===== src/rtl/axil_pkg.sv =====
// rtl/axil_pkg.sv - shared FSM state encoding and AXI response codes
// Contents:
//   state_t      : command/transaction FSM states of axil_cfg_master
//   RESP_OKAY    : AXI BRESP/RRESP value 2'b00
//   RESP_SLVERR  : AXI BRESP/RRESP value 2'b10
//   RESP_DECERR  : AXI BRESP/RRESP value 2'b11
package axil_pkg;

   typedef enum logic [2:0] {
      IDLE    = 3'd0,
      WR_REQ  = 3'd1,
      WR_RESP = 3'd2,
      RD_REQ  = 3'd3,
      RD_RESP = 3'd4,
      RSP     = 3'd5
   } state_t;

   localparam logic [1:0] RESP_OKAY   = 2'b00;
   localparam logic [1:0] RESP_SLVERR = 2'b10;
   localparam logic [1:0] RESP_DECERR = 2'b11;

endpackage


===== src/rtl/axil_cfg_master.sv =====
// rtl/axil_cfg_master.sv - single-outstanding AXI-Lite master driven by a command/response port pair
// Ports:
//   clk, rst                 : clock, synchronous active-high reset
//   cmd_*                    : command in (valid/ready, write, addr, wdata, wstrb)
//   rsp_*                    : response out (valid/ready, write, rdata, resp)
//   m_aw*, m_w*, m_b*        : AXI-Lite write address / data / response channels
//   m_ar*, m_r*              : AXI-Lite read address / data channels
//   wr_cnt, rd_cnt, err_cnt  : completed writes, completed reads, non-OKAY responses
module axil_cfg_master
   import axil_pkg::*;
#(
   parameter int ADDR_W = 32,
   parameter int DATA_W = 32
) (
   input  logic                clk,
   input  logic                rst,
   input  logic                cmd_valid,
   output logic                cmd_ready,
   input  logic                cmd_write,
   input  logic [ADDR_W-1:0]   cmd_addr,
   input  logic [DATA_W-1:0]   cmd_wdata,
   input  logic [DATA_W/8-1:0] cmd_wstrb,
   output logic                rsp_valid,
   input  logic                rsp_ready,
   output logic                rsp_write,
   output logic [DATA_W-1:0]   rsp_rdata,
   output logic [1:0]          rsp_resp,
   output logic [ADDR_W-1:0]   m_awaddr,
   output logic                m_awvalid,
   input  logic                m_awready,
   output logic [DATA_W-1:0]   m_wdata,
   output logic [DATA_W/8-1:0] m_wstrb,
   output logic                m_wvalid,
   input  logic                m_wready,
   input  logic [1:0]          m_bresp,
   input  logic                m_bvalid,
   output logic                m_bready,
   output logic [ADDR_W-1:0]   m_araddr,
   output logic                m_arvalid,
   input  logic                m_arready,
   input  logic [DATA_W-1:0]   m_rdata,
   input  logic [1:0]          m_rresp,
   input  logic                m_rvalid,
   output logic                m_rready,
   output logic [31:0]         wr_cnt,
   output logic [31:0]         rd_cnt,
   output logic [31:0]         err_cnt
);

   state_t              state;
   logic [ADDR_W-1:0]   addr_q;
   logic [DATA_W-1:0]   wdata_q;
   logic [DATA_W/8-1:0] wstrb_q;

   // Captured command fields feed the channels directly, so they stay
   // stable for as long as any valid that depends on them is high.
   assign m_awaddr  = addr_q;
   assign m_araddr  = addr_q;
   assign m_wdata   = wdata_q;
   assign m_wstrb   = wstrb_q;
   assign cmd_ready = (state == IDLE);

   always_ff @(posedge clk) begin
      if (rst) begin
         state     <= IDLE;
         addr_q    <= '0;
         wdata_q   <= '0;
         wstrb_q   <= '0;
         m_awvalid <= 1'b0;
         m_wvalid  <= 1'b0;
         m_arvalid <= 1'b0;
         m_bready  <= 1'b0;
         m_rready  <= 1'b0;
         rsp_valid <= 1'b0;
         rsp_write <= 1'b0;
         rsp_rdata <= '0;
         rsp_resp  <= RESP_OKAY;
         wr_cnt    <= 32'd0;
         rd_cnt    <= 32'd0;
         err_cnt   <= 32'd0;
      end else begin
         case (state)
            IDLE: begin
               if (cmd_valid) begin
                  addr_q  <= cmd_addr;
                  wdata_q <= cmd_wdata;
                  wstrb_q <= cmd_wstrb;
                  if (cmd_write) begin
                     state     <= WR_REQ;
                     m_awvalid <= 1'b1;
                     m_wvalid  <= 1'b1;
                  end else begin
                     state     <= RD_REQ;
                     m_arvalid <= 1'b1;
                  end
               end
            end
            WR_REQ: begin
               // AW and W retire independently; a channel already retired
               // counts as done so either order (or both at once) advances.
               if (m_awready) m_awvalid <= 1'b0;
               if (m_wready)  m_wvalid  <= 1'b0;
               if ((!m_awvalid || m_awready) && (!m_wvalid || m_wready)) begin
                  state    <= WR_RESP;
                  m_bready <= 1'b1;
               end
            end
            WR_RESP: begin
               if (m_bvalid) begin
                  state     <= RSP;
                  m_bready  <= 1'b0;
                  rsp_valid <= 1'b1;
                  rsp_write <= 1'b1;
                  rsp_rdata <= '0;
                  rsp_resp  <= m_bresp;
                  wr_cnt    <= wr_cnt + 32'd1;
                  if (m_bresp != RESP_OKAY) err_cnt <= err_cnt + 32'd1;
               end
            end
            RD_REQ: begin
               if (m_arready) begin
                  state     <= RD_RESP;
                  m_arvalid <= 1'b0;
                  m_rready  <= 1'b1;
               end
            end
            RD_RESP: begin
               if (m_rvalid) begin
                  state     <= RSP;
                  m_rready  <= 1'b0;
                  rsp_valid <= 1'b1;
                  rsp_write <= 1'b0;
                  rsp_rdata <= m_rdata;
                  rsp_resp  <= m_rresp;
                  rd_cnt    <= rd_cnt + 32'd1;
                  if (m_rresp != RESP_OKAY) err_cnt <= err_cnt + 32'd1;
               end
            end
            RSP: begin
               if (rsp_ready) begin
                  state     <= IDLE;
                  rsp_valid <= 1'b0;
               end
            end
            default: state <= IDLE;
         endcase
      end
   end

endmodule


===== config.mk =====
export PLATFORM = sky130hd
export DESIGN_NAME = axil_cfg_master
export DESIGN_NICKNAME = d
export VERILOG_FILES = /design/src/rtl/axil_pkg.sv /design/src/rtl/axil_cfg_master.sv
export SDC_FILE = /design/constraint.sdc
export NUM_CORES = 1
export LEC_CHECK = 0
export ABC_CLOCK_PERIOD_IN_PS = 2500
export BUFFER_PORTS_ARGS = -buffer_cell sky130_fd_sc_hd__buf_2
export CORE_UTILIZATION = 24
export DETAILED_ROUTE_END_ITERATION = 12
export PLACE_DENSITY = 0.56
export SLEW_MARGIN = 20
export SYNTH_ARGS = -nofsm -noshare
export SYNTH_HDL_FRONTEND = slang
export SYNTH_SLANG_ARGS = --single-unit

===== constraint.sdc =====
create_clock -name clk -period 2.5 [get_ports clk]
set_input_delay 0.5 -clock clk [delete_from_list [all_inputs] [get_ports clk]]
set_output_delay 0.5 -clock clk [all_outputs]
set_load 0.02 [all_outputs]

# Word level (Yosys, flattened, before mapping)
# Cells that the tools add are included.
dict set report totals {
  reg_bits 208
  input_bits 114
  word_cells 102
}
dict set report op_classes {
  addsub 3
  n_eq_ne 17
  n_mux 40
  reduce_logical 26
}
# operator n
set ops {}
lappend ops {{$mux W32} 6}
lappend ops {{$pmux W32 S2} 2}
lappend ops {{$add A32 B1 Y32 const B} 3}
lappend ops {{$ne A2 B2 Y1 const B} 11}
lappend ops {{$mux W3} 6}
lappend ops {{$pmux W3 S6} 1}
lappend ops {{$reduce_and A4 Y1} 4}
lappend ops {{$mux W1} 14}
lappend ops {{$reduce_bool A2 Y1} 7}
lappend ops {{$pmux W1 S2} 6}
lappend ops {{$reduce_and A3 Y1} 3}
lappend ops {{$eq A3 B2 Y1 const B} 2}
lappend ops {{$eq A3 B3 Y1 const B} 2}
lappend ops {{$mux W2} 3}
lappend ops {{$reduce_and A2 Y1} 3}
lappend ops {{$reduce_and A6 Y1} 1}
lappend ops {{$reduce_and A5 Y1} 1}
lappend ops {{$pmux W2 S2} 1}
lappend ops {{$eq A3 B1 Y1 const B} 1}
lappend ops {{$logic_not A3 Y1} 1}
lappend ops {{$pmux W1 S3} 1}
lappend ops {{$reduce_bool A3 Y1} 1}
lappend ops {{$logic_not A1 Y1} 2}
lappend ops {{$logic_or A1 B1 Y1} 2}
lappend ops {{2 further kinds} 2}

# Longest topological paths before layout
# Gate-level depths: netlist of run 1.
dict set report logic_depth {
  ltp_word 5
  mapped_depth 9
  depth_no_buf 6
}

# Worst setup path before layout of run 1
# Ideal clock, no wire load.
dict set report synth_timing {
  path_kind {register to register}
  startpoint {reg state[2]}
  endpoint {reg addr_q[21], in the netlist m_araddr[21]}
  arrival_time_ns 1.932
  slack_ns 0.435
  path_stages_with_launch 8
  path_buffers 3
  period_less_slack_ns 2.065
  path_cell_list {dfxtp_1 > buf_2 > nor3_1 > nand2_1 > clkbuf_1 > clkbuf_1 > nand2_1 > a21oi_1}
}
dict set report synth_between {
  elab_chain_len 2
}
# item line_no
set synth_rtl {}
lappend synth_rtl {{from (decl)} axil_cfg_master.sv:50} ;# state_t state;
lappend synth_rtl {{from (signal assigned)} axil_cfg_master.sv:65} ;# state <= IDLE;
lappend synth_rtl {{from (signal assigned)} axil_cfg_master.sv:89} ;# state <= WR_REQ;
lappend synth_rtl {{from (signal assigned)} axil_cfg_master.sv:93} ;# state <= RD_REQ;
lappend synth_rtl {{$logic_not A3 Y1} --}
lappend synth_rtl {{net cmd_ready} axil_cfg_master.sv:18} ;# output logic cmd_ready,
lappend synth_rtl {{$reduce_and A2 Y1 (no source line)} --}
lappend synth_rtl {{to (signal assigned)} axil_cfg_master.sv:85} ;# addr_q <= cmd_addr;
lappend synth_rtl {{to (decl)} axil_cfg_master.sv:51} ;# logic [ADDR_W-1:0] addr_q;
# The timed path passes the listed nets, and every way through them passes these cells.
# A chain may end at the register's enable or synchronous reset.

# Worst setup path in the final report of run 1
dict set report layout_timing {
  startpoint {reg state[2]}
  endpoint {out cmd_ready}
}
dict set report layout_between {
  elab_chain_len 1
}
# item line_no
set layout_rtl {}
lappend layout_rtl {{$logic_not A3 Y1} axil_cfg_master.sv:61} ;# assign cmd_ready = (state == IDLE);
lappend layout_rtl {{to (decl)} axil_cfg_master.sv:18}
# Every way passes these cells.

==> results of run 1 <==
[where the power goes]
group	switching [mW]	internal, mW	total (mW)
combinational	1.58	0.735	2.32
sequential	0.218	3.61	3.83
clock	1.40	2.23	3.63
[registers in the layout, indices dropped and copies added, names as in the netlist, 2 cells and up]
register,count
err_cnt,32
m_araddr,32
m_wdata,32
rd_cnt,32
rsp_rdata,32
wr_cnt,32
m_wstrb,4
state,3
rsp_resp,2
[area by class of cell]
cell class	count	area share (%)
antenna	3	0.0642
clock buffer	38	6.37
clock inverter	4	0.599
inverter	17	0.546
multi-input combinational	738	34.8
sequential	208	35.6
tap	461	4.93
timing repair buffer	377	17.1
[layer usage]
metal  GRT usage (%)  vias to the layer above  wire [um]
met2            23.3                      291      12700
li1                -                     4179          -
met4            5.27                        6       1040
met1            15.8                     3926      11000
met5               0                        -         40
met3            5.24                       57       2530
[synth_stat cells (4+ instances only)]
| cell | n |
|---|---|
| sky130_fd_sc_hd__and4_1 | 7 |
| sky130_fd_sc_hd__nor3b_1 | 4 |
| sky130_fd_sc_hd__and3_1 | 11 |
| sky130_fd_sc_hd__buf_4 | 35 |
| sky130_fd_sc_hd__nand4_4 | 5 |
| sky130_fd_sc_hd__nor3_1 | 15 |
| sky130_fd_sc_hd__nor4_1 | 11 |
| sky130_fd_sc_hd__buf_2 | 21 |
| sky130_fd_sc_hd__nor2_1 | 98 |
| sky130_fd_sc_hd__buf_1 | 4 |
| sky130_fd_sc_hd__or3_1 | 14 |
| sky130_fd_sc_hd__xor2_1 | 42 |
| sky130_fd_sc_hd__and2_1 | 4 |
| sky130_fd_sc_hd__inv_1 | 17 |
| sky130_fd_sc_hd__o21ai_0 | 18 |
| sky130_fd_sc_hd__nand3_1 | 59 |
| sky130_fd_sc_hd__dfxtp_1 | 208 |
| sky130_fd_sc_hd__nand4_1 | 36 |
| sky130_fd_sc_hd__a21oi_1 | 126 |
| sky130_fd_sc_hd__xnor2_1 | 32 |
| sky130_fd_sc_hd__nand2_1 | 207 |
| sky130_fd_sc_hd__clkbuf_1 | 33 |
| sky130_fd_sc_hd__nor2b_1 | 4 |
[layout by cell type, fill, tap and decap left out, types with 3 or more instances in the layout]
cell,n
sky130_fd_sc_hd__buf_2,350
sky130_fd_sc_hd__dfxtp_1,208
sky130_fd_sc_hd__nand2_1,205
sky130_fd_sc_hd__a21oi_1,126
sky130_fd_sc_hd__nor2_1,97
sky130_fd_sc_hd__nand3_1,59
sky130_fd_sc_hd__xor2_1,42
sky130_fd_sc_hd__nand4_1,36
sky130_fd_sc_hd__xnor2_1,32
sky130_fd_sc_hd__clkbuf_16,25
sky130_fd_sc_hd__buf_4,23
sky130_fd_sc_hd__o21ai_0,18
sky130_fd_sc_hd__inv_1,17
sky130_fd_sc_hd__nor3_1,15
sky130_fd_sc_hd__or3_1,14
sky130_fd_sc_hd__and3_1,11
sky130_fd_sc_hd__nor4_1,11
sky130_fd_sc_hd__and4_1,7
sky130_fd_sc_hd__clkbuf_8,7
sky130_fd_sc_hd__clkbuf_1,6
sky130_fd_sc_hd__nand4_4,5
sky130_fd_sc_hd__nor2b_1,4
sky130_fd_sc_hd__nor3b_1,4
sky130_fd_sc_hd__diode_2,3
sky130_fd_sc_hd__and2_1,3
sky130_fd_sc_hd__nor3_2,3
sky130_fd_sc_hd__mux2_2,3
sky130_fd_sc_hd__mux2i_1,3
sky130_fd_sc_hd__a22oi_1,3
sky130_fd_sc_hd__ha_1,3
sky130_fd_sc_hd__buf_12,3
[per-stage QoR]
stage / power, mW / hold WS, ns / util [%]
5_1_grt: 10.3 / 0.180 / 32.6
6_report: 9.77 / 0.193 / 32.6
2_1_floorplan: 5.52 / 0.529 / -
3_3_place_gp: 6.22 / 0.436 / 30.3
3_5_place_dp: 6.24 / 0.442 / 30.3
4_1_cts: 9.96 / 0.160 / 32.6
[how the worst max path moves through the flow]
stage                     startpoint            to  cells past startpoint
after detailed placement    state[2]    rd_cnt[31]                      5
final                       state[2]     cmd_ready                      2
after CTS                   state[2]     cmd_ready                      2
after floorplan             state[2]  m_araddr[21]                      7
after global routing        state[2]     cmd_ready                      2
after global placement      state[2]    rd_cnt[26]                      5
[logic make-up (layout without fill, tap and decap cells)]
logic type / Yosys count / count (layout)
multiplexers: 6 / 6
buffers and inverters: 113 / 436
XOR/XNOR: 74 / 74
flip-flops: 208 / 208
AND/OR/NAND/NOR: 498 / 498
other: 0 / 3
AO/OA/AOI/OAI: 157 / 157
adder cells (fa/ha/maj): 3 / 3
==> metrics.csv, run 1 <==
stage,metric,value,unit
status,status,"complete, no violations",
sta,drv_slew,0,
floorplanning,design.portCount,352,
global_route,grtUsageTotal,13.8,%
cells_and_area,final.fill_count,3780,
clock_tree,tritoncts,yes,
synthesis,synth.cell_area,8820,um^2
clock_tree,post_cts.resized_instances,0,
clock_tree,cts.sinks,208,
cells_and_area,area.sequential,4160,um^2
setup_path,worst-endpoint-required,2.00,ns
setup_path,setup_crit_start_kind,flop,
drt,vias,8459,
global_route,largest_net_degree_at_the_start_of_global_routing,70,
sta,worst_clock_skew,0.00724,ns
synthesis,synth_area_leaders,"sky130_fd_sc_hd__dfxtp_1, sky130_fd_sc_hd__nand2_1, sky130_fd_sc_hd__a21oi_1",
setup_path,worstSetupPathType,reg2out,
cells_and_area,final_net_count,1484,
setup_path,ff2ff_setup_slack,0.36,ns
global_route,grt_pass1_wl,42.4,mm
drt,post-route-drc-count,0,
run,maxCapViolations,0,
drt,detail_route.iter0.violations,227,
placed_design,place_inst,1801,
setup_path,slowest_stage,sky130_fd_sc_hd__nor3_1,
synthesis,synthFlopType,sky130_fd_sc_hd__dfxtp_1,
sta,rsz0062_at_grt,false,
placed_design,placed_inst_area,10900,um^2
sta,min_period_over_period,91.4,%
setup_path,crit_path_cell_trace,nor3_1 -> buf_2,
floorplanning,initial_utilization,24.6,%
cells_and_area,synthToLayoutAreaGrowth,32.5,%
setup_path,critical_path.top_delay_family,simple AND/OR/NAND/NOR gates,
sta,finalHoldViolCount,0,
setup_path,end_kind,output port,
synthesis,synth_async_sr_flop_share,0,%
placed_design,dp_slack,0.381,ns
sta,finalSetupViolations,0,
power,cellPowerDensity,836,nW/um^2
drt,routed_wl,27.3,mm
setup_path,worstPathArrival,1.78,ns
drt,route.detailed.vias_per_inst,4.58,
power,ir_drop_worst_case_vdd,490,uV
setup_path,crit-reg2reg-capture,rd_cnt[29],
floorplanning,fp.dieH,194,um
sta,setup_tns,0,ns
synthesis,syn_nets,1176,
synthesis,ys.warnings.count,0,
drt,ant_nets,0,
setup_path,crit_path_max_fanout,14,
cells_and_area,design_area,11700,um^2
global_route,grt_overflow,0,
cells_and_area,area_of_combinational_cells_with_multiple_inputs,4070,um^2
synthesis,synth.mux.area_fraction,0.723,%
placed_design,final_weighted_congestion_of_routability_driven_global_placement,0.799,
synthesis,postSynthCellCount,1059,
setup_path,critPathBufInv,1,
cells_and_area,finish.cell_count_without_fillers,1846,
floorplanning,design.die.area,37500,um^2
hold_path,holdCritPathClass,in2reg,
global_route,grt_antenna_before_repair,5,
synthesis,synth.distinct_cells,52,
placed_design,post-dp-hpwl,19.5,mm
floorplanning,chip_width,194,um
synthesis,post_synth_fa_ha_maj_area_fraction,0.425,%
clock_tree,holdBufCountCts,0,
cells_and_area,final_layout_size_suffix_gt1_share,31.9,%
synthesis,synth-xor-area-share,7.35,%
floorplanning,coreArea,35800,um^2
synthesis,synth_compound_area_share,9.50,%
sta,layout_setup_ws,0.216,ns
clock_tree,number_of_clock_buffers_inserted_by_tritoncts,25,
clock_tree,clockRootBuffer,sky130_fd_sc_hd__clkbuf_16,
hold_path,hold_path_startpoint,rsp_ready,
clock_tree,clock_pin_slew_reported_for_the_worst_setup_and_hold_paths_after_clock_tree_synthesis,0.06,ns
setup_path,worst_r2r_path_depth,6,
synthesis,synth-edff-count,0,
clock_tree,clk_path_buf_depth,3,
synthesis,yosys.area_share.simple,28.0,%
synthesis,synthDominantAreaCellType,sky130_fd_sc_hd__dfxtp_1,
sta,max_slew.worst_pin.slew,0.746,ns
sta,period_needed,2.28,ns
global_route,grt_pass1_vias,7758,
setup_path,timing.critical_path.slowest_cell_delay,0.49,ns
sta,relSlewSlack,49.8,%
hold_path,whs_endpoint,rsp_valid,
clock_tree,post_cts_buffers,0,
synthesis,yosys_register_bits,208,
synthesis,synth.avg_cell_area,8.33,um^2
hold_path,worst_hold_path.num_cells,2,
drt,routedWlPerCell,14.8,um
placed_design,io_buffer_count,351,
power,power.static_leakage,5.11,nW
floorplanning,placement_rows,69,
sta,timing.fmax,0.438,GHz
setup_path,crit_reg_reg_startpoint,state[2],
synthesis,synth_seq_area_share,47.2,%
clock_tree,clk_latency,0.53,ns
synthesis,post-synth-top-area-fraction,47.2,%
drt,drt_pass1_iterations,4,
clock_tree,cts.htree.levels,1,
synthesis,dominant_combinational_cell_family_by_area_after_synthesis,simple AND/OR/NAND/NOR gates,
Power figures use the tool's default switching activity.
==> inputs of run 2 (changes only) <==
--- a/config.mk
+++ b/config.mk
@@ -7,9 +7,9 @@
 export LEC_CHECK = 0
 export ABC_CLOCK_PERIOD_IN_PS = 2500
 export BUFFER_PORTS_ARGS = -buffer_cell sky130_fd_sc_hd__buf_2
-export CORE_UTILIZATION = 24
+export CORE_UTILIZATION = 49
 export DETAILED_ROUTE_END_ITERATION = 12
-export PLACE_DENSITY = 0.56
+export PLACE_DENSITY = 0.92
 export SLEW_MARGIN = 20
 export SYNTH_ARGS = -nofsm -noshare
 export SYNTH_HDL_FRONTEND = slang
==> metrics.csv, run 2 (same netlist as run 1, synthesis figures left out) <==
stage,metric,value,unit,change
setup_path,end_kind,output port,,unchanged
floorplanning,chip_width,136,um,was 194 um
clock_tree,clockRootBuffer,sky130_fd_sc_hd__clkbuf_16,,unchanged
placed_design,post-dp-hpwl,17.9,mm,was 19.5 mm
sta,setup_tns,0,ns,unchanged
clock_tree,tritoncts,yes,,unchanged
global_route,grtUsageTotal,24.5,%,was 13.8%
clock_tree,holdBufCountCts,0,,unchanged
clock_tree,cts.sinks,208,,unchanged
setup_path,worstSetupPathType,reg2out,,unchanged
setup_path,timing.critical_path.slowest_cell_delay,0.48,ns,was 0.49 ns
floorplanning,fp.dieH,136,um,was 194 um
placed_design,final_weighted_congestion_of_routability_driven_global_placement,0.896,,was 0.799
clock_tree,clk_latency,0.50,ns,was 0.53 ns
sta,min_period_over_period,90.2,%,was 91.4%
power,power.combinational.fraction,24.0,%,was 23.7%
sta,layout_setup_ws,0.245,ns,was 0.216 ns
sta,rsz0062_at_grt,false,,unchanged
sta,drv_slew,0,,unchanged
power,sw_frac_of_total,32.7,%,about the same
cells_and_area,final.fill_count,1371,,was 3780
drt,route.detailed.vias_per_inst,5.27,,was 4.58
power,cellPowerDensity,833,nW/um^2,was 836 nW/um^2
sta,worst_clock_skew,0.0126,ns,was 0.00724 ns
setup_path,cp.depth,2,,unchanged
status,status,"complete, no violations",,unchanged
clock_tree,clock_pin_slew_reported_for_the_worst_setup_and_hold_paths_after_clock_tree_synthesis,0.06,ns,about the same
drt,detail_route.iter0.violations,382,,was 227
sta,relSlewSlack,59.2,%,was 49.8%
setup_path,crit_path_max_fanout,17,,was 14
cells_and_area,final_layout_size_suffix_gt1_share,31.4,%,was 31.9%
floorplanning,design.portCount,352,,unchanged
drt,vias,8421,,was 8459
power,ir_drop_worst_case_vdd,663,uV,was 490 uV
setup_path,setup_crit_start_kind,flop,,unchanged
clock_tree,post_cts.resized_instances,0,,unchanged
global_route,largest_net_degree_at_the_start_of_global_routing,81,,was 70
clock_tree,post_cts_buffers,0,,unchanged
power,seq_power_share,41.1,%,was 39.1%
setup_path,ff2ff_setup_slack,0.31,ns,was 0.36 ns
setup_path,critPathBufInv,1,,unchanged
floorplanning,placement_rows,48,,was 69
run,maxCapViolations,0,,unchanged
power,internal_power,6.32,mW,was 6.57 mW
power,power.static_leakage,5.05,nW,was 5.11 nW
placed_design,io_buffer_count,351,,unchanged
setup_path,critical_path.top_delay_family,flip-flops,,was simple AND/OR/NAND/NOR gates
cells_and_area,layout_commonest_cell,sky130_fd_sc_hd__buf_2,,unchanged
drt,ant_nets,0,,unchanged
clock_tree,number_of_clock_buffers_inserted_by_tritoncts,22,,was 25
hold_path,worst_hold_path.num_cells,2,,unchanged
global_route,grt_pass1_wl,36.3,mm,was 42.4 mm
placed_design,dp_slack,0.355,ns,was 0.381 ns
hold_path,holdCritPathClass,in2reg,,unchanged
floorplanning,design.die.area,18500,um^2,was 37500 um^2
drt,routed_wl,24.5,mm,was 27.3 mm
global_route,grt_antenna_before_repair,4,,was 5
setup_path,slowest_stage,sky130_fd_sc_hd__dfxtp_1,,was sky130_fd_sc_hd__nor3_1
sta,fin_worst_hold_slack,0.232,ns,was 0.193 ns
power,share_of_total_power_in_the_clock_network,34.9,%,was 37.1%
setup_path,worst-endpoint-required,2.00,ns,about the same
setup_path,crit_path_cell_trace,nor3_1 -> buf_2,,unchanged
cells_and_area,final_cell_mix,"sky130_fd_sc_hd__buf_2, sky130_fd_sc_hd__dfxtp_1, sky130_fd_sc_hd__nand2_1",,unchanged
sta,finalHoldViolCount,0,,unchanged
global_route,grt_overflow,0,,unchanged
global_route,grt_pass1_vias,7381,,was 7758
drt,routedWlPerCell,15.4,um,was 14.8 um
floorplanning,initial_utilization,50.7,%,was 24.6%
floorplanning,coreArea,17400,um^2,was 35800 um^2
cells_and_area,synthToLayoutAreaGrowth,27.7,%,was 32.5%
sta,period_needed,2.25,ns,was 2.28 ns
cells_and_area,final_core_utilization,64.7,%,was 32.6%
sta,max_slew.worst_pin.slew,0.607,ns,was 0.746 ns
drt,drt_pass1_iterations,5,,was 4
clock_tree,clk_path_buf_depth,3,,unchanged
sta,timing.fmax,0.444,GHz,was 0.438 GHz
power,total_switching_power,3.07,mW,was 3.20 mW
setup_path,worst_r2r_path_depth,6,,unchanged
drt,post-route-drc-count,0,,unchanged
clock_tree,cts.htree.levels,1,,unchanged
cells_and_area,final_net_count,1474,,was 1484
sta,finalSetupViolations,0,,unchanged
setup_path,worstPathArrival,1.75,ns,was 1.78 ns
run 2: path summary, 6_finish.rpt:
path                                       to          start
worst min register to register  rsp_rdata[21]  rsp_rdata[21]
worst max-delay path                cmd_ready       state[0]
worst min-delay path                rsp_valid      rsp_ready
worst max register to register    err_cnt[19]       state[0]
run 2: power groups by stage:
stage,registers [mW],logic [mW],clock network [mW]
6_report,3.86,2.25,3.27
3_5_place_dp,3.93,2.25,0
4_1_cts,3.86,2.26,3.33
3_3_place_gp,3.91,2.21,0
5_1_grt,3.90,2.44,3.47
2_1_floorplan,4.17,1.35,0
run 2: area by class of cell:
type / instances / area [um^2] / share of cell area [%]
clock inverter: 5 / 56.3 / 0.500
sequential: 208 / 4160 / 37.0
timing repair buffer: 370 / 1960 / 17.4
multi-input combinational: 738 / 4060 / 36.0
antenna: 1 / 2.50 / 0.0222
tap: 225 / 282 / 2.50
clock buffer: 33 / 683 / 6.06
inverter: 17 / 63.8 / 0.566
run 2: per-stage QoR:
step                      cell area (um^2)  power [mW]  cells
after global placement               10500        6.12   1558
after global routing                 11300        9.81   1597
after CTS                            11300        9.45   1596
final                                11300        9.39   1597
after floorplan                       8820        5.52   1059
after detailed placement             10500        6.18   1558
run 2: per-layer routing:
layer	track usage [%]	share of wire (%)	up-vias
met3	7.27	7.4	77
met1	27.0	38	3869
met5	0	0.14	-
met4	12.5	4.5	6
met2	42.6	50	316
li1	-	-	4153
==> inputs of run 3 (changes only) <==
--- a/config.mk
+++ b/config.mk
@@ -5,11 +5,11 @@
 export SDC_FILE = /design/constraint.sdc
 export NUM_CORES = 1
 export LEC_CHECK = 0
-export ABC_CLOCK_PERIOD_IN_PS = 2500
+export ABC_CLOCK_PERIOD_IN_PS = 1800
 export BUFFER_PORTS_ARGS = -buffer_cell sky130_fd_sc_hd__buf_2
-export CORE_UTILIZATION = 49
+export CORE_UTILIZATION = 44
 export DETAILED_ROUTE_END_ITERATION = 12
-export PLACE_DENSITY = 0.92
+export PLACE_DENSITY = 0.88
 export SLEW_MARGIN = 20
 export SYNTH_ARGS = -nofsm -noshare
 export SYNTH_HDL_FRONTEND = slang
==> constraint.sdc (replaced) <==
create_clock -name clk -period 1.8 [get_ports clk]
set_input_delay 0.36 -clock clk [delete_from_list [all_inputs] [get_ports clk]]
set_output_delay 0.36 -clock clk [all_outputs]
set_load 0.02 [all_outputs]
==> metrics.csv, run 3 (same netlist as run 1, synthesis figures left out) <==
stage,metric,value,unit,change
sta,finalSetupViolations,3,,was 0
setup_path,worst-endpoint-required,2.24,ns,was 2.00 ns
setup_path,timing.critical_path.slowest_cell_delay,0.45,ns,was 0.48 ns
power,internal_power,9.48,mW,was 6.32 mW
setup_path,end_kind,flop,,was output port
sta,min_period_over_period,102,%,
setup_path,setup_crit_start_kind,flop,,unchanged
placed_design,place_inst,1657,,was 1558
global_route,grt-busiest-layer,met2,,unchanged
power,power.static_leakage,5.59,nW,was 5.05 nW
cells_and_area,final_net_count,1552,,was 1474
clock_tree,cts.sinks,208,,unchanged
sta,worst_clock_skew,0.0217,ns,was 0.0126 ns
status,violations_in_the_final_reports,setup timing,,
setup_path,slowest_stage,sky130_fd_sc_hd__or4_1,,was sky130_fd_sc_hd__dfxtp_1
sta,relSlewSlack,68.1,%,was 59.2%
clock_tree,cts.htree.levels,1,,unchanged
cells_and_area,final.fill_count,1585,,was 1371
clock_tree,clk_path_buf_depth,3,,unchanged
drt,routed_wl,27.6,mm,was 24.5 mm
power,share_of_total_power_in_the_clock_network,34.9,%,about the same
sta,period_needed,1.84,ns,
global_route,grt_antenna_before_repair,6,,was 4
sta,drv_slew,0,,unchanged
sta,rsz0062_at_grt,true,,was false
cells_and_area,area.sequential,4220,um^2,was 4160 um^2
status,status,"finished, violations left",,"was complete, no violations"
power,total_switching_power,4.60,mW,was 3.07 mW
floorplanning,coreArea,19600,um^2,was 17400 um^2
clock_tree,clockRootBuffer,sky130_fd_sc_hd__clkbuf_16,,unchanged
floorplanning,initial_utilization,45.0,%,was 50.7%
setup_path,worstSetupPathType,reg2reg,,was reg2out
cells_and_area,final_layout_size_suffix_gt1_share,39.2,%,was 31.4%
global_route,grt_overflow,0,,unchanged
power,power.combinational.fraction,27.6,%,was 24.0%
sta,finalHoldViolCount,0,,unchanged
drt,ant_nets,0,,unchanged
clock_tree,tritoncts,yes,,unchanged
clock_tree,clk_latency,0.51,ns,was 0.50 ns
floorplanning,placement_rows,51,,was 48
run,maxCapViolations,0,,unchanged
floorplanning,chip_width,144,um,was 136 um
sta,max_slew.worst_pin.slew,0.476,ns,was 0.607 ns
placed_design,post-dp-hpwl,19.0,mm,was 17.9 mm
power,sw_frac_of_total,32.7,%,about the same
power,cellPowerDensity,1140,nW/um^2,was 833 nW/um^2
drt,vias,8953,,was 8421
floorplanning,fp.dieH,144,um,was 136 um
floorplanning,design.portCount,352,,unchanged
setup_path,crit_path_cell_trace,nand4_1 -> nor4_4 -> buf_4 -> nand3_2 -> or4_1 -> a21oi_1,,was nor3_1 -> buf_2
power,fin_total_pwr,14.1,mW,was 9.39 mW
setup_path,worstPathArrival,2.28,ns,was 1.75 ns
sta,setup_tns,-0.0619,ns,was 0 ns
global_route,largest_net_degree_at_the_start_of_global_routing,84,,was 81
drt,routedWlPerCell,16.0,um,was 15.4 um
setup_path,critPathBufInv,1,,unchanged
setup_path,crit_reg_reg_startpoint,err_cnt[3],,was state[0]
floorplanning,design.die.area,20600,um^2,was 18500 um^2
hold_path,holdCritPathClass,in2reg,,unchanged
cells_and_area,final_cell_mix,"sky130_fd_sc_hd__buf_2, sky130_fd_sc_hd__nand2_1, sky130_fd_sc_hd__dfxtp_1",,"was sky130_fd_sc_hd__buf_2, sky130_fd_sc_hd__dfxtp_1, sky130_fd_sc_hd__nand2_1"
cells_and_area,area_of_combinational_cells_with_multiple_inputs,4260,um^2,was 4060 um^2
placed_design,final_weighted_congestion_of_routability_driven_global_placement,0.905,,was 0.896
power,seq_power_share,37.6,%,was 41.1%
global_route,grtUsageTotal,24.6,%,was 24.5%
cells_and_area,finish.cell_count_without_fillers,1719,,was 1597
global_route,grt_util_met3,5.20,%,was 7.27%
drt,detail_route.iter0.violations,379,,was 382
global_route,grtUsageMet2,42.5,%,was 42.6%
setup_path,critical_path.startpoint,err_cnt[3],,was state[0]
cells_and_area,layout_commonest_cell,sky130_fd_sc_hd__buf_2,,unchanged
cells_and_area,synthToLayoutAreaGrowth,39.5,%,was 27.7%
drt,route.detailed.vias_per_inst,5.21,,was 5.27
setup_path,crit_path_max_fanout,6,,was 17
power,ir_drop_worst_case_vdd,614,uV,was 663 uV
global_route,grt_pass1_wl,40.4,mm,was 36.3 mm
setup_path,critical_path.top_delay_family,simple AND/OR/NAND/NOR gates,,was flip-flops
hold_path,hold_path_startpoint,rsp_ready,,unchanged
clock_tree,number_of_clock_buffers_inserted_by_tritoncts,23,,was 22
drt,post-route-drc-count,0,,unchanged
sta,layout_setup_ws,-0.0414,ns,was 0.245 ns
global_route,grt_pass1_vias,7957,,was 7381
global_route,globalRouteMet1Util,28.5,%,was 27.0%
sta,timing.fmax,0.543,GHz,
clock_tree,clock_pin_slew_reported_for_the_worst_setup_and_hold_paths_after_clock_tree_synthesis,0.07,ns,was 0.06 ns
drt,drt_pass1_iterations,5,,unchanged
placed_design,io_buffer_count,351,,unchanged
-- run 3: cell count changes in the layout (fill, tap and decap cells not counted), moves of 5 or more --
cell | before | now
sky130_fd_sc_hd__nor4_1 | 11 | 6
sky130_fd_sc_hd__dfxtp_2 | 0 | 23
sky130_fd_sc_hd__buf_4 | 15 | 76
sky130_fd_sc_hd__nor3_1 | 15 | 10
sky130_fd_sc_hd__dfxtp_1 | 208 | 177
sky130_fd_sc_hd__dfxtp_4 | 0 | 8
sky130_fd_sc_hd__buf_6 | 1 | 13
-- run 3: layout make-up --
class	instances	area share [%]
clock buffer	30	5.31
timing repair buffer	447	21.4
tap	265	2.69
sequential	208	34.3
clock inverter	11	1.12
inverter	17	0.518
antenna	3	0.0610
multi-input combinational	738	34.6
-- run 3: layer usage --
layer	wire, um	part of all wire [%]
met1	10600	38
met2	14000	51
met3	1830	6.7
met4	1160	4.2
met5	25	0.091
-- run 3: final timing paths --
kind,end,depth (start not counted),slack [ns]
worst max-delay path,err_cnt[19],6,-0.04
worst min-delay path,rsp_valid,2,0.07
worst max register to register,err_cnt[19],6,-0.04
worst min register to register,rsp_rdata[13],2,0.44
-- run 3: worst register-to-register path, stage by stage, from the launching register on --
cell and delay, ns:
sky130_fd_sc_hd__dfxtp_4 0.34, sky130_fd_sc_hd__nand4_1 0.17, sky130_fd_sc_hd__nor4_4 0.35, sky130_fd_sc_hd__buf_4 0.17, sky130_fd_sc_hd__nand3_2 0.13, sky130_fd_sc_hd__or4_1 0.45
sky130_fd_sc_hd__a21oi_1 0.17
-- run 3: through the flow --
step           cell area (um^2)  util (%)  hold slack [ns]  worst slack (ns)
3_5_place_dp              11100      56.8            0.440            -0.122
2_1_floorplan              8880         -            0.475           -0.0101
6_report                  12300      62.8           0.0681           -0.0414
3_3_place_gp              11100      56.8            0.435            0.0117
4_1_cts                   12000      61.5           0.0593           -0.0182
5_1_grt                   12300      62.8           0.0681            -0.184
-- run 3: power by group through the flow --
| stage | Combinational (mW) | Clock, mW | Sequential (mW) |
|---|---|---|---|
| 2_1_floorplan | 1.88 | 0 | 5.80 |
| 3_3_place_gp | 3.50 | 0 | 5.33 |
| 3_5_place_dp | 3.56 | 0 | 5.36 |
| 4_1_cts | 3.74 | 4.98 | 5.28 |
| 5_1_grt | 4.19 | 5.17 | 5.35 |
| 6_report | 3.88 | 4.91 | 5.29 |
-- run 3: timing repair --
action                     CTS  global route
gates resized for setup     18            38
pin swaps                   11            10
hold buffers                 0             0
gates cloned                 0             2
setup buffers                9             7
setup endpoints to repair   17            44
